==> src/rtl/vc_arb_pkg.sv <==
// rtl/vc_arb_pkg.sv - shared turn encoding, default widths/weights and credit width helper
package vc_arb_pkg;

  typedef enum logic {
    TURN_VC0 = 1'b0,
    TURN_VC1 = 1'b1
  } turn_e;

  localparam int DEF_DATA_WIDTH = 6;
  localparam int DEF_DS_DEPTH   = 4;
  localparam int DEF_WEIGHT_VC0 = 2;
  localparam int DEF_WEIGHT_VC1 = 1;

  // One extra bit so the counter can hold the full depth value itself.
  function automatic int credit_w(input int depth);
    return $clog2(depth) + 1;
  endfunction

  localparam int DEF_CREDIT_W = credit_w(DEF_DS_DEPTH);

endpackage

==> src/rtl/vc_credit_counter.sv <==
// rtl/vc_credit_counter.sv - downstream credit tracking with sticky overflow flag
module vc_credit_counter
  import vc_arb_pkg::*;
#(
  parameter int ds_depth = DEF_DS_DEPTH,
  localparam int CW = credit_w(ds_depth)
) (
  input  logic          i_clk,
  input  logic          i_reset,
  input  logic          i_grant,
  input  logic          i_ds_rd_enable,
  output logic [CW-1:0] o_credits,
  output logic          o_can_issue,
  output logic          o_error_arb
);

  localparam logic [CW-1:0] FULL = CW'(ds_depth);

  logic [CW-1:0] r_credits;
  logic          r_error;

  // A credit returned while already full is an overflow: flag it and saturate.
  always_ff @(posedge i_clk) begin
    if (i_reset) begin
      r_credits <= FULL;
      r_error   <= 1'b0;
    end else if (i_grant && !i_ds_rd_enable) begin
      r_credits <= r_credits - CW'(1);
    end else if (!i_grant && i_ds_rd_enable) begin
      if (r_credits == FULL) begin
        r_error <= 1'b1;
      end else begin
        r_credits <= r_credits + CW'(1);
      end
    end
  end

  assign o_credits   = r_credits;
  assign o_can_issue = (r_credits != '0);
  assign o_error_arb = r_error;

endmodule

==> src/rtl/vc_rr_arbiter.sv <==
// rtl/vc_rr_arbiter.sv - weighted round-robin drain of two VC FIFOs into one credited downstream FIFO
module vc_rr_arbiter
  import vc_arb_pkg::*;
#(
  parameter int data_width = DEF_DATA_WIDTH,
  parameter int ds_depth   = DEF_DS_DEPTH,
  parameter int weight_vc0 = DEF_WEIGHT_VC0,
  parameter int weight_vc1 = DEF_WEIGHT_VC1
) (
  input  logic                  i_clk,
  input  logic                  i_reset,
  input  logic                  i_empty_fifo_vc0,
  input  logic                  i_empty_fifo_vc1,
  input  logic [data_width-1:0] i_data_in_vc0,
  input  logic [data_width-1:0] i_data_in_vc1,
  output logic                  o_rd_enable_vc0,
  output logic                  o_rd_enable_vc1,
  input  logic                  i_ds_rd_enable,
  output logic [data_width-1:0] o_data_out,
  output logic                  o_wr_enable_out,
  output logic                  o_vc_id_out,
  output logic                  o_error_arb
);

  localparam int         CW = credit_w(ds_depth);
  localparam logic [2:0] W0 = 3'(weight_vc0);
  localparam logic [2:0] W1 = 3'(weight_vc1);

  turn_e         r_state;
  turn_e         w_state_nxt;
  logic [2:0]    r_burst;
  logic [2:0]    w_burst_nxt;
  logic [2:0]    w_burst_inc;
  logic          w_grant_vc0;
  logic          w_grant_vc1;
  logic          w_grant;
  logic          w_can_issue;
  logic [CW-1:0] w_credits;
  logic          r_v2;
  logic          r_sel2;

  vc_credit_counter #(
    .ds_depth(ds_depth)
  ) u_credit (
    .i_clk         (i_clk),
    .i_reset       (i_reset),
    .i_grant       (w_grant),
    .i_ds_rd_enable(i_ds_rd_enable),
    .o_credits     (w_credits),
    .o_can_issue   (w_can_issue),
    .o_error_arb   (o_error_arb)
  );

  assign w_burst_inc = r_burst + 3'd1;
  assign w_grant     = w_grant_vc0 | w_grant_vc1;

  always_ff @(posedge i_clk) begin
    if (i_reset) begin
      r_state <= TURN_VC0;
      r_burst <= 3'd0;
    end else begin
      r_state <= w_state_nxt;
      r_burst <= w_burst_nxt;
    end
  end

  // The owner of the turn goes first; the other VC is served when the owner is empty.
  always_comb begin
    w_state_nxt = r_state;
    w_burst_nxt = r_burst;
    w_grant_vc0 = 1'b0;
    w_grant_vc1 = 1'b0;
    if (w_can_issue) begin
      case (r_state)
        TURN_VC0: begin
          if (!i_empty_fifo_vc0) begin
            w_grant_vc0 = 1'b1;
            if (w_burst_inc == W0) begin
              w_state_nxt = TURN_VC1;
              w_burst_nxt = 3'd0;
            end else begin
              w_burst_nxt = w_burst_inc;
            end
          end else if (!i_empty_fifo_vc1) begin
            w_grant_vc1 = 1'b1;
            if (W1 == 3'd1) begin
              w_state_nxt = TURN_VC0;
              w_burst_nxt = 3'd0;
            end else begin
              w_state_nxt = TURN_VC1;
              w_burst_nxt = 3'd1;
            end
          end
        end
        TURN_VC1: begin
          if (!i_empty_fifo_vc1) begin
            w_grant_vc1 = 1'b1;
            if (w_burst_inc == W1) begin
              w_state_nxt = TURN_VC0;
              w_burst_nxt = 3'd0;
            end else begin
              w_burst_nxt = w_burst_inc;
            end
          end else if (!i_empty_fifo_vc0) begin
            w_grant_vc0 = 1'b1;
            if (W0 == 3'd1) begin
              w_state_nxt = TURN_VC1;
              w_burst_nxt = 3'd0;
            end else begin
              w_state_nxt = TURN_VC0;
              w_burst_nxt = 3'd1;
            end
          end
        end
        default: ;
      endcase
    end
  end

  // Grant -> pop strobe -> FIFO data plus delayed select -> registered write.
  always_ff @(posedge i_clk) begin
    if (i_reset) begin
      o_rd_enable_vc0 <= 1'b0;
      o_rd_enable_vc1 <= 1'b0;
      r_v2            <= 1'b0;
      r_sel2          <= 1'b0;
      o_wr_enable_out <= 1'b0;
      o_vc_id_out     <= 1'b0;
      o_data_out      <= '0;
    end else begin
      o_rd_enable_vc0 <= w_grant_vc0;
      o_rd_enable_vc1 <= w_grant_vc1;
      r_v2            <= o_rd_enable_vc0 | o_rd_enable_vc1;
      r_sel2          <= o_rd_enable_vc1;
      o_wr_enable_out <= r_v2;
      o_vc_id_out     <= r_sel2;
      if (!r_v2) begin
        o_data_out <= '0;
      end else if (r_sel2) begin
        o_data_out <= i_data_in_vc1;
      end else begin
        o_data_out <= i_data_in_vc0;
      end
    end
  end

endmodule

==> config.mk <==
export PLATFORM = sky130hd
export DESIGN_NAME = vc_rr_arbiter
export DESIGN_NICKNAME = d
export VERILOG_FILES = /design/src/rtl/vc_arb_pkg.sv /design/src/rtl/vc_credit_counter.sv /design/src/rtl/vc_rr_arbiter.sv
export SDC_FILE = /design/constraint.sdc
export NUM_CORES = 1
export LEC_CHECK = 0
export BUFFER_PORTS_ARGS = -buffer_cell sky130_fd_sc_hd__buf_2
export CAP_MARGIN = 20
export CORE_MARGIN = 1.5
export CORE_UTILIZATION = 52
export CTS_CLUSTER_DIAMETER = 30
export DETAILED_ROUTE_END_ITERATION = 16
export PLACE_DENSITY = 0.81
export SYNTH_ARGS = -nofsm -noshare
export SYNTH_HDL_FRONTEND = slang
export SYNTH_SLANG_ARGS = --single-unit
==> constraint.sdc <==
create_clock -name i_clk -period 4.27 [get_ports i_clk]
set_input_delay 0.427 -clock i_clk [delete_from_list [all_inputs] [get_ports i_clk]]
set_output_delay 0.427 -clock i_clk [all_outputs]
set_load 0.005 [all_outputs]
==> flow_metrics.tcl <==
set metrics [dict create \
    outcome "completed" \
    fin_crit_ns 2.019 \
    yosysWarnings 0 \
    first_pass_iters 4 \
    ys_types 31 \
    numCtsBuffers 3 \
    num_vias 735 \
    fill_cells 115 \
    worst-setup-path-type "flop to flop" \
    cp-start-kind "flop" \
    cp-end-kind "flop" \
    drc_errors 0 \
    synth_area_leader_cell "dfxtp_1" \
    reg2reg_setup_slack_ns 2.25 \
    syn_inst 93 \
    r2r.worst_path.cells 8 \
    post_cts_resized 0 \
    post_cts_buffers 0 \
    worstPathMaxFanout 6 \
    dpl_cell_area_sq_mm 0.001025 \
    track_usage_pct 19.71 \
    syn_avg_cell_area_sq_um 9.512 \
    synth_area_sq_um 884.6 \
    leakagePower_nw 0.4811 \
    port_buffers 27 \
    core_sq_mm 0.001541 \
    finalHoldViolCount 0 \
    powerDensity_mw_per_mm2 392.0 \
    setup_viol 0 \
    diodes 0 \
    syn_to_final_growth_pct 19.94 \
    crit_start "u_credit.o_credits[0]$_SDFFE_PP0P_" \
    clock_latency_ns 0.30 \
    max_stage_delay_ns 0.42 \
    post-route-period-util_pct 47.29 \
    design_area_sq_mm 0.001061 \
    hold_path_class "input port to flop" \
    drtIter0Drc 19 \
    grt_antenna_before_repair 0 \
    fmax_mhz 495.2 \
    wire_per_inst_um 12.03 \
    worst_ep_arrival_time_ns 2.19 \
    r2r-end "u_credit.o_credits[2]$_SDFFE_PP1P_" \
    grt-ovfl-total 0 \
    worst-path-buf-inv 1 \
    synthFlopType "dfxtp_1" \
    peakVddDrop_uv 298.1 \
    synthTopCellsByArea "dfxtp_1 45%, ha_1 7.1%, mux2i_1 6.8%, nor2_1 5.5%, inv_1 3.4%" \
    worst_pin_slew_ns 0.6237 \
    rsz0062_at_grt "no" \
    dp_hpwl_um 1290 \
    path_cells "nor3_2 > a21oi_4 > ha_1 > inv_1 > fa_1 > xor2_1 > o31ai_1 > o311ai_0" \
    root_buffer "clkbuf_4" \
    path_depth 8 \
    ctsHtreeMaxLevel 1 \
    slowest_stage "dfxtp_1" \
    grt_pass1_wl_um 2835 \
    relSlewSlack_pct 57.83 \
    fin_util_pct 68.83 \
    synth.net_count 116 \
    ys_seq_elements 20 \
    synthArstFlopShare_pct 0 \
    gp_congestion 0.9496 \
    die_x_um 44.25 \
    cts_hold_buf 0 \
    maxSlewViolCount 0 \
    r2r-start "u_credit.o_credits[0]$_SDFFE_PP0P_" \
    grt_pass1_vias 643 \
    critPathTopFamily "adder cells" \
    cts_buffer_depth 2 \
    ant_nets 0 \
    vias_per_cell 5.326 \
    cts_tree "built" \
    ioPinCount 28 \
    crit_end "u_credit.o_credits[2]$_SDFFE_PP1P_" \
    synth_top_area_share_pct 45.26 \
    die_h_um 44.25 \
    nets 146 \
    rows 14 \
    initial_core_util_pct 57.39 \
    cap_viol_max_count 0 \
    yosysSeqAreaShare_pct 45.26 \
    tns_ns 0 \
    path_clk_slew_ns 0.12 \
    totalWireLength_um 1660 \
    crit_required_ns 4.44 \
    synth-edff-count 0 \
    finalClockSkew_ns 0.01143 \
    dieArea_sq_mm 0.001958 \
    clock_sinks 20 \
    grt_max_degree 14 \
    layout-drive-gt1-share_pct 27.87 \
]
[power by group]
part / total, W / internal (W) / switching [W]
clock: 0.000108 / 0.0000520 / 0.0000556
sequential: 0.000217 / 0.000202 / 0.0000144
combinational: 0.0000918 / 0.0000409 / 0.0000509
[worst min path at each step]
stage                                      start                                end  slack, ns  depth (start not counted)
2_1_floorplan         o_rd_enable_vc0$_SDFF_PP0_                    r_v2$_SDFF_PP0_       0.46                          2
3_3_place_gp   u_credit.o_error_arb$_SDFFE_PP0P_  u_credit.o_error_arb$_SDFFE_PP0P_       0.45                          2
3_5_place_dp          o_rd_enable_vc0$_SDFF_PP0_                    r_v2$_SDFF_PP0_       0.46                          2
4_1_cts                         i_data_in_vc0[3]           o_data_out[3]$_SDFF_PP0_       0.36                          3
5_1_grt                         i_data_in_vc0[3]           o_data_out[3]$_SDFF_PP0_       0.38                          3
6_report                        i_data_in_vc0[3]           o_data_out[3]$_SDFF_PP0_       0.36                          3
[layout make-up]
class	count	area (sq um)	area share, %
clock buffers	4	36.28	3.420
inverters	9	33.78	3.184
multi-input cells	62	435.4	41.04
flip-flops and latches	20	400.4	37.74
well taps	16	20.02	1.887
repair buffers	27	135.1	12.74
[synth_stat cells, drive strengths merged, types with 2 or more instances]
| library cell | count |
|---|---|
| a21oi | 6 |
| dfxtp | 20 |
| ha | 5 |
| inv | 9 |
| mux2i | 6 |
| nand2 | 6 |
| nor2 | 13 |
| nor2b | 4 |
| nor3 | 3 |
| nor4 | 2 |
| o21ai | 2 |
[sequential cells by signal, indices dropped and copies added (netlist names)]
name                  count
r_v2                      1
r_burst                   3
o_rd_enable_vc0           1
o_data_out                6
r_state                   1
o_rd_enable_vc1           1
o_wr_enable_out           1
u_credit.o_error_arb      1
r_sel2                    1
o_vc_id_out               1
u_credit.o_credits        3
[layer usage]
layer	global-route usage, %	part of all wire [%]	vias to the layer above
li1	-	-	378
met3	4.082	6.1	5
met5	0	0	-
met1	27.13	45	331
met2	30.59	47	21
met4	7.273	1.4	0
[through the flow]
step / hold WS, ns / cells / power, W / worst slack (ns)
finish: 0.3613 / 138 / 0.0004160 / 2.251
global route: 0.3794 / 138 / 0.0004415 / 2.069
CTS: 0.3634 / 138 / 0.0004178 / 2.243
detailed placement: 0.4620 / 134 / 0.0003125 / 2.120
global placement: 0.4466 / 134 / 0.0003093 / 2.229
floorplan: 0.4576 / 93 / 0.0002844 / 2.411
[cells by family after synthesis]
| kind of cell | count (synthesis) | share of synthesized area (%) |
|---|---|---|
| mux | 6 | 6.790 |
| simple gates | 32 | 17.82 |
| fa+ha+maj | 6 | 9.335 |
| compound gates | 16 | 13.30 |
| buf+inv | 11 | 5.515 |
| flops | 20 | 45.26 |
| xor+xnor | 2 | 1.981 |
[placed cells by master, fill, tap and decap left out, drive strengths merged, types with 2 or more instances in the layout]
cell / netlist / layout
buf: 1 / 27
dfxtp: 20 / 20
nor2: 13 / 13
inv: 9 / 9
nand2: 6 / 6
mux2i: 6 / 6
a21oi: 6 / 6
ha: 5 / 5
nor2b: 4 / 4
clkbuf: 1 / 4
nor3: 3 / 3
o21ai: 2 / 2
nor4: 2 / 2
[worst reg2reg max path, stage by stage, from the launching register on]
cell and delay, ns:
dfxtp_1 0.42, nor3_2 0.10, a21oi_4 0.19, ha_1 0.24, inv_1 0.07, fa_1 0.37
xor2_1 0.16, o31ai_1 0.18, o311ai_0 0.17
No activity file was read; power rests on OpenSTA's default activity.
